### src/rtl/video_timing_gen.sv
// Raster timing generator: pixel/line counters, blanking, active-low syncs
// with frame-latched signed offsets, a PIPE-deep alignment delay for a slow
// game core, registered RGB, and line/frame strobes with a field bit.
module video_timing_gen #(
   parameter int H_TOTAL      = 456,
   parameter int H_ACTIVE     = 336,
   parameter int H_SYNC_START = 360,
   parameter int H_SYNC_WIDTH = 24,
   parameter int V_TOTAL      = 262,
   parameter int V_ACTIVE     = 240,
   parameter int V_SYNC_START = 240,
   parameter int V_SYNC_WIDTH = 3,
   parameter int RGB_W        = 8,
   parameter int PIPE         = 1
) (
   input  logic             MCLK,
   input  logic             RESET_N,
   input  logic             CE,
   input  logic [4:0]       HOFFS,
   input  logic [3:0]       VOFFS,
   input  logic [RGB_W-1:0] iRGB,
   output logic [8:0]       HPOS,
   output logic [8:0]       VPOS,
   output logic [RGB_W-1:0] oRGB,
   output logic             HBLK,
   output logic             VBLK,
   output logic             HSYN,
   output logic             VSYN,
   output logic             LINE_STB,
   output logic             FRAME_STB,
   output logic             FIELD
);

   localparam logic [8:0] H_LAST = 9'(H_TOTAL - 1);
   localparam logic [8:0] V_LAST = 9'(V_TOTAL - 1);
   localparam logic [8:0] H_ACT9 = 9'(H_ACTIVE);
   localparam logic [8:0] V_ACT9 = 9'(V_ACTIVE);
   localparam logic signed [10:0] HS_NOM = 11'(H_SYNC_START);
   localparam logic signed [10:0] HS_MIN = 11'(H_ACTIVE);
   localparam logic signed [10:0] HS_MAX = 11'(H_TOTAL - H_SYNC_WIDTH);
   localparam logic signed [10:0] VS_NOM = 11'(V_SYNC_START);
   localparam logic signed [10:0] VS_MIN = 11'(V_ACTIVE);
   localparam logic signed [10:0] VS_MAX = 11'(V_TOTAL - V_SYNC_WIDTH);
   localparam logic [9:0] HS_W10 = 10'(H_SYNC_WIDTH);
   localparam logic [9:0] VS_W10 = 10'(V_SYNC_WIDTH);
   // Delay-line reset image {hb, vb, hs, vs}: blanked, no sync.
   localparam logic [3:0] DLY_RST = 4'b1100;

   logic [8:0]       hcnt_q, hcnt_d, vcnt_q, vcnt_d;
   logic [4:0]       hoffs_q, hoffs_d;
   logic [3:0]       voffs_q, voffs_d;
   logic             field_q, field_d;
   logic             hblk_q, hblk_d, vblk_q, vblk_d;
   logic             hsyn_q, hsyn_d, vsyn_q, vsyn_d;
   logic [RGB_W-1:0] orgb_q, orgb_d;
   logic             h_wrap, f_wrap;
   logic signed [10:0] hs_off, vs_off, hs_raw, vs_raw;
   logic [8:0]       hs_b, vs_b;
   logic [3:0]       raw_tim, tim_dly;

   // Counter advance, offset capture on the (0,0) wrap, field toggle.
   always_comb begin
      h_wrap  = (hcnt_q == H_LAST);
      f_wrap  = h_wrap && (vcnt_q == V_LAST);
      hcnt_d  = hcnt_q;
      vcnt_d  = vcnt_q;
      hoffs_d = hoffs_q;
      voffs_d = voffs_q;
      field_d = field_q;
      if (CE) begin
         hcnt_d = h_wrap ? 9'd0 : hcnt_q + 9'd1;
         if (h_wrap) vcnt_d = f_wrap ? 9'd0 : vcnt_q + 9'd1;
         if (f_wrap) begin
            hoffs_d = HOFFS;
            voffs_d = VOFFS;
            field_d = ~field_q;
         end
      end
   end

   // Effective sync starts (offset step of 2, clamped so the window never
   // crosses the end of the line/frame) and raw timing for this position.
   always_comb begin
      hs_off = {{5{hoffs_q[4]}}, hoffs_q, 1'b0};
      vs_off = {{6{voffs_q[3]}}, voffs_q, 1'b0};
      hs_raw = HS_NOM + hs_off;
      vs_raw = VS_NOM + vs_off;
      if (hs_raw < HS_MIN)      hs_b = HS_MIN[8:0];
      else if (hs_raw > HS_MAX) hs_b = HS_MAX[8:0];
      else                      hs_b = hs_raw[8:0];
      if (vs_raw < VS_MIN)      vs_b = VS_MIN[8:0];
      else if (vs_raw > VS_MAX) vs_b = VS_MAX[8:0];
      else                      vs_b = vs_raw[8:0];
      raw_tim[3] = (hcnt_q >= H_ACT9);
      raw_tim[2] = (vcnt_q >= V_ACT9);
      raw_tim[1] = ({1'b0, hcnt_q} >= {1'b0, hs_b}) &&
                   ({1'b0, hcnt_q} <  ({1'b0, hs_b} + HS_W10));
      raw_tim[0] = ({1'b0, vcnt_q} >= {1'b0, vs_b}) &&
                   ({1'b0, vcnt_q} <  ({1'b0, vs_b} + VS_W10));
   end

   generate
      if (PIPE == 0) begin : g_bypass
         assign tim_dly = raw_tim;
      end else begin : g_dly
         logic [3:0] dly_q [PIPE];
         logic [3:0] dly_d [PIPE];

         // Shift raw timing one stage per CE tick to match core latency.
         always_comb begin
            dly_d = dly_q;
            if (CE) begin
               dly_d[0] = raw_tim;
               for (int i = 1; i < PIPE; i++) dly_d[i] = dly_q[i-1];
            end
         end

         // Delay-line storage, reset to the blanked image.
         always_ff @(posedge MCLK or negedge RESET_N) begin
            if (!RESET_N) begin
               for (int i = 0; i < PIPE; i++) dly_q[i] <= DLY_RST;
            end else begin
               dly_q <= dly_d;
            end
         end

         assign tim_dly = dly_q[PIPE-1];
      end
   endgenerate

   // Output register: delayed timing, syncs inverted, RGB blanked.
   always_comb begin
      hblk_d = hblk_q;
      vblk_d = vblk_q;
      hsyn_d = hsyn_q;
      vsyn_d = vsyn_q;
      orgb_d = orgb_q;
      if (CE) begin
         hblk_d = tim_dly[3];
         vblk_d = tim_dly[2];
         hsyn_d = ~tim_dly[1];
         vsyn_d = ~tim_dly[0];
         orgb_d = (tim_dly[3] | tim_dly[2]) ? '0 : iRGB;
      end
   end

   // State registers for counters, latched offsets, field and outputs.
   always_ff @(posedge MCLK or negedge RESET_N) begin
      if (!RESET_N) begin
         hcnt_q  <= '0;
         vcnt_q  <= '0;
         hoffs_q <= '0;
         voffs_q <= '0;
         field_q <= 1'b0;
         hblk_q  <= 1'b1;
         vblk_q  <= 1'b1;
         hsyn_q  <= 1'b1;
         vsyn_q  <= 1'b1;
         orgb_q  <= '0;
      end else begin
         hcnt_q  <= hcnt_d;
         vcnt_q  <= vcnt_d;
         hoffs_q <= hoffs_d;
         voffs_q <= voffs_d;
         field_q <= field_d;
         hblk_q  <= hblk_d;
         vblk_q  <= vblk_d;
         hsyn_q  <= hsyn_d;
         vsyn_q  <= vsyn_d;
         orgb_q  <= orgb_d;
      end
   end

   // Strobes mark the CE cycle that performs the wrap, so they are
   // combinational and cannot outlast a single MCLK.
   assign LINE_STB  = CE & h_wrap;
   assign FRAME_STB = CE & f_wrap;
   assign HPOS      = hcnt_q;
   assign VPOS      = vcnt_q;
   assign oRGB      = orgb_q;
   assign HBLK      = hblk_q;
   assign VBLK      = vblk_q;
   assign HSYN      = hsyn_q;
   assign VSYN      = vsyn_q;
   assign FIELD     = field_q;

endmodule

### config.mk
export PLATFORM = sky130hd
export DESIGN_NAME = video_timing_gen
export DESIGN_NICKNAME = d
export VERILOG_FILES = /design/src/rtl/video_timing_gen.sv
export SDC_FILE = /design/constraint.sdc
export NUM_CORES = 1
export LEC_CHECK = 0
export CAP_MARGIN = 40
export CORE_UTILIZATION = 52
export CTS_CLUSTER_SIZE = 30
export DETAILED_ROUTE_END_ITERATION = 7
export PLACE_DENSITY = 0.89
export SLEW_MARGIN = 20
export SYNTH_ARGS = -nofsm -noshare
export SYNTH_HDL_FRONTEND = slang
export SYNTH_SLANG_ARGS = --single-unit
### constraint.sdc
create_clock -name MCLK -period 2.9 [get_ports MCLK]
set_input_delay 0.87 -clock MCLK [delete_from_list [all_inputs] [get_ports MCLK]]
set_output_delay 0.87 -clock MCLK [all_outputs]
set_load 0.05 [all_outputs]
=== Word-level counts from Yosys, hierarchy flattened ===
Index checks and enable logic that the tools add are counted.

* Add/sub/neg operators: 6
* Reductions and logical operators: 5
* Multiplexer cells: 7
* Magnitude comparators: 10
* Bitwise gates (word level): 6
* Equality and inequality tests: 2

{| class="wikitable"
|+ Operator list
! cell !! count
|-
| two-way mux 9 bit || 6
|-
| < comparator 9 x 10 -> 1 bit || 2
|-
| adder 9 x 1 -> 9 bit, second input constant || 2
|-
| == test 9 bit, second input constant || 2
|-
| greater-or-equal comparator 9 bit || 2
|-
| adder 10 x 6 -> 11 bit, first input constant || 1
|-
| greater-than comparator 11 x 10 -> 1 bit, second input constant || 1
|-
| < comparator 11 x 10 -> 1 bit, second input constant || 1
|-
| adder 9 x 2 -> 10 bit, second input constant || 1
|-
| adder 9 x 5 -> 10 bit, first input constant || 1
|-
| adder 9 x 5 -> 10 bit, second input constant || 1
|-
| greater-than comparator 10 bit, second input constant || 1
|-
| < comparator 10 x 9 -> 1 bit, second input constant || 1
|-
| greater-or-equal comparator 9 x 8 -> 1 bit, second input constant || 1
|-
| greater-or-equal comparator 9 bit, second input constant || 1
|-
| two-way mux 8 bit || 1
|-
| AND reduction 2 bit || 2
|-
| logical AND 1 bit || 3
|-
| inverter 1 bit || 3
|-
| AND 1 bit || 2
|-
| OR 1 bit || 1
|}

* Input port bits: 20
* Register bits: 44
* Logic and storage cells: 47

=== Longest topological paths before layout ===
* Word-level depth: 7
* Gate-level depth with buffers: 12

=== Worst setup path before layout ===
No wires, ideal clock.

* Kind: reg-to-output
* From: reg hcnt_q[0] (netlist: HPOS[0])
* To: out FRAME_STB
* Slack: -253 ps
* Stages on the path, launching flop included: 6
* Data arrival time: 2283 ps
* Buffers on the path: 1
* Cell sequence: dfrtp_1 -> ha_1 -> nand3_2 -> nor4_4 -> buf_2 -> and3_1

* Longest elaborated chain between the ends: 3

{| class="wikitable"
|+ RTL lines
! item !! RTL line !! source
|-
| start: declaration || 49 || <nowiki>logic [8:0] hcnt_q, hcnt_d, vcnt_q, vcnt_d;</nowiki>
|-
| start signal: assignment || 161 || <nowiki>hcnt_q <= hcnt_d;</nowiki>
|-
| == test 9 bit || 63 || <nowiki>h_wrap = (hcnt_q == H_LAST);</nowiki>
|-
| logical AND 1 bit || 64 || <nowiki>f_wrap = h_wrap && (vcnt_q == V_LAST);</nowiki>
|-
| AND 1 bit || 177 || <nowiki>assign FRAME_STB = CE & f_wrap;</nowiki>
|-
| end: declaration || 30 || <nowiki>output logic FRAME_STB,</nowiki>
|}

No other way between the ends.

=== Worst setup path after layout ===
* From: reg hoffs_q[3]
* To: reg g_dly.dly_q[1] in the netlist's numbering

* Longest elaborated chain between the ends: 7
* Elaborated cells on any way between the ends: 9

{| class="wikitable"
|+ RTL lines
! item !! RTL line !! source
|-
| start: declaration || 50 || <nowiki>logic [4:0] hoffs_q, hoffs_d;</nowiki>
|-
| start signal: assignment || 163 || <nowiki>hoffs_q <= hoffs_d;</nowiki>
|-
| adder 10 x 6 -> 11 bit * || 86 || <nowiki>hs_raw = HS_NOM + hs_off;</nowiki>
|-
| greater-than comparator 11 x 10 -> 1 bit || 89 || <nowiki>else if (hs_raw > HS_MAX) hs_b = HS_MAX[8:0];</nowiki>
|-
| two-way mux 9 bit || 89 ||
|-
| two-way mux 9 bit * || 88 || <nowiki>if (hs_raw < HS_MIN) hs_b = HS_MIN[8:0];</nowiki>
|-
| adder 9 x 5 -> 10 bit || 97 || <nowiki>({1'b0, hcnt_q} < ({1'b0, hs_b} + HS_W10));</nowiki>
|-
| < comparator 9 x 10 -> 1 bit || 97 ||
|-
| logical AND 1 bit * || 96 || <nowiki>raw_tim[1] = ({1'b0, hcnt_q} >= {1'b0, hs_b}) &&</nowiki>
|-
| end signal: assignment || 123 || <nowiki>dly_q <= dly_d;</nowiki>
|-
| end: declaration || 106 || <nowiki>logic [3:0] dly_q [PIPE];</nowiki>
|}

Mark *: on every way between the ends. The rest lies on a longest branch, timed or not.
A chain may end at the register's enable or synchronous reset.

==> out/metrics.yaml <==
status:
  status: "complete, no violations"
placed_design:
  gp_congestion: 0.882
  port_buffers: 52
  pre_cts_ws_ns: -0.162
  place_hpwl_um: 4460
timing:
  timing.final.crit_share: 0.962
  tightest_slew_ns: 0.522
  fin_ws_ns: 0.109
  drv_slew: 0
  hold_violations: 0
  finalClockSkew_ns: 0.00842
  timing.fmax_ghz: 0.358
  setup_violations: 0
  relSlewSlack: 0.651
  rsz0062_at_grt: "no"
  fin_crit_ns: 2.79
  whs_ns: 0.417
  finalSetupTns_ns: 0
logic_synthesis:
  synth.cell_area_um2: 2700
  synthFlopType: "dfrtp_1"
  async_flop_share: 1.00
  synth_fp_nets: 328
  synth_area_leaders: "dfrtp_1 (35%), ha_1 (16%), dfstp_2 (5.8%), inv_1 (4.2%), mux2_2 (3.8%)"
  synth_top_area_cell: "dfrtp_1"
  synth-edff-count: 0
  synth-seq-cells: 44
  avgSynthCellArea_um2: 9.90
  yosys.cell_types.count: 44
  synth-seq-area-share: 0.410
  synth-warning-count: 0
  synth_cells: 273
  synth.top_cell.area_share: 0.352
critical_path:
  cp.required_ns: 3.10
  critical_path_arrival_ns: 2.99
  r2r_start: "hoffs_q[3]"
  path_cells: "ha_2 -> ha_4 -> a31oi_1 -> a22o_1 -> and2_1 -> ha_1 -> ha_1 -> o311ai_0 -> a21oi_1 -> o22ai_1 -> a22o_1"
  crit_fanout: 4
  cpMaxStageDelayCell: "dfrtp_1"
  reg2regPathDepth: 11
  end_kind: "flop"
  r2r-end: "g_dly.dly_q[1]"
  slowest_delay_ns: 0.41
  r2r_setup_slack_ns: 0.11
  critPathKind: "reg -> reg"
  crit_path_start_kind: "flop"
route:
  post-route-drc-count: 0
  finalWirelength_um: 5860
  antenna_left: 0
  drt_iter0_drc: 110
  dr.pass1.iters: 6
  num_vias: 2136
  post_drt_via_cell_ratio: 5.25
  wire_per_inst_um: 14.4
clock_tree:
  clkTransAtPathRegs_ns: 0.08
  post_cts.repair.setup_buffers: 0
  cts_buffers: 5
  cts_tree: "done"
  cts_buffer_depth: 2
  ctsHoldBuffers: 0
  clkSinkCount: 44
  clock_latency_ns: 0.31
  htree_levels: 2
  clockRootBuffer: "clkbuf_8"
floorplanning:
  die_w_um: 74.1
  start_util: 0.557
  die-area_um2: 5490
  rows: 25
  die_h_um: 74.1
  core_area_um2: 4850
  io_pins: 53
cells_and_area:
  nets: 394
  syn_to_final_growth_pct: 29.5
  diodes: 0
  layout-drive-gt1-share: 0.141
grt:
  overflow: 0
  grt_max_degree: 31
  grt_pass1_vias: 2135
  grt_use_total: 0.243
  grt_first_pass_wirelength_um: 9910
  antenna_found_initial: 0
power_and_ir_drop:
  p_per_area_nw_per_um2: 483
  ir_drop_uv: 284
  p_leak_nw: 1.68
hold_path:
  hp-class: "in -> async"
flow_run:
  maxCapViolCount: 0
==> metal layers <==
metal / track usage / routed length, um
met4: 0.0833 / 75
met5: 0 / 0
met2: 0.408 / 2790
met3: 0.0488 / 287
met1: 0.313 / 2710
==> Yosys cell counts (all sizes together) (2+ instances only) <==
library cell and count:
nand3 16, nand4 5, nor4 4, a22o 2, nor2b 2, o21ai 17, a21o 2, clkbuf 4
o22ai 2, a31oi 2, nand2b 4, nor3 4, xor2 7, a2111oi 2, o21a 3, inv 30
buf 3, nand4b 2, nor2 22, and3 5, or3 2, o211ai 4, ha 35, mux2 11
dfrtp 38, dfstp 6, and2 2, nand2 14, xnor2 7, a21oi 8
==> cells in the final DEF, fill, tap and decap left out, types with 2 or more instances in the layout <==
master	instances
buf_12	2
and3_1	4
a22o_1	2
o21ai_0	17
nand2b_1	4
ha_1	33
o22ai_1	2
and2_1	2
o21a_1	3
buf_4	14
a21o_1	2
nor2_1	21
nor3_1	4
xnor2_1	7
nand3_1	15
xor2_1	7
dfstp_2	6
clkbuf_1	2
a21oi_1	8
a2111oi_0	2
clkdlybuf4s50_1	48
dfrtp_2	2
nand2_1	14
clkbuf_8	6
nor2b_1	2
or3_1	2
dfrtp_1	36
nand4_1	5
o211ai_1	4
mux2_2	9
mux2_1	2
a31oi_1	2
nor4_1	3
inv_1	30
==> power breakdown <==
group	leakage [nW]	internal, W	total [W]	switching (W)
combinational	1.07	0.000211	0.000559	0.000347
sequential	0.562	0.000668	0.000732	0.0000647
clock	0.0455	0.000194	0.000396	0.000202
==> cells by family (layout without fill, tap and decap cells) <==
kind of cell,count (synthesis),in the layout,share of synthesized area
and+or+nand+nor,85,85,0.168
AOI/OAI and AO/OA,45,45,0.104
DFF,44,44,0.410
buffers and inverters,37,104,0.0574
adders and majority gates,36,36,0.166
xor gates and xnor gates,14,14,0.0454
muxes,12,12,0.0496
==> metrics by stage <==
step | cells | utilization | power (W) | instance area [um^2]
2_1_floorplan | 273 | - | 0.00108 | 2710
3_3_place_gp | 399 | 0.699 | 0.00129 | 3390
3_5_place_dp | 399 | 0.699 | 0.00130 | 3390
4_1_cts | 407 | 0.718 | 0.00170 | 3480
5_1_grt | 407 | 0.721 | 0.00178 | 3500
6_report | 407 | 0.721 | 0.00169 | 3500
==> worst max-delay path: cells and delay by family, from the launching register on <==
| kind | cells | cell delay, ns |
|---|---|---|
| adders and majority gates | 4 | 1.07 |
| DFF | 1 | 0.41 |
| and+or+nand+nor | 1 | 0.18 |
| AOI/OAI and AO/OA | 6 | 1.03 |
==> how the worst max path moves through the flow <==
stage	start	to	slack, ns	cells after the start
2_1_floorplan	CE	FRAME_STB	0.07	4
3_3_place_gp	CE	FRAME_STB	-0.15	5
3_5_place_dp	CE	FRAME_STB	-0.16	5
4_1_cts	hoffs_q[2]	g_dly.dly_q[1]	0.01	12
5_1_grt	hoffs_q[3]	g_dly.dly_q[1]	0.04	11
6_report	hoffs_q[3]	g_dly.dly_q[1]	0.11	11
==> area by class of cell <==
cell class / count / area, um^2
well taps: 67 / 83.8
flip-flops and latches: 44 / 1110
multi-input cells: 192 / 1460
inverters: 30 / 113
fillers: 346 / 1350
repair buffers: 66 / 639
clock buffers: 8 / 90.1
==> state kept, by name, summed over array words and instances (netlist names) <==
register and count:
VBLK 1, HPOS 9, VSYN 1, oRGB 8
VPOS 9, FIELD 1, hoffs_q 5, voffs_q 4
g_dly.dly_q 4, HSYN 1, HBLK 1
==> timing repair <==
item / CTS / global route
gates cloned: 0 / 0
resized for setup: 2 / 3
pin swaps: 2 / 1
setup endpoints to repair: 2 / 1
Power figures use the tool's default switching activity.
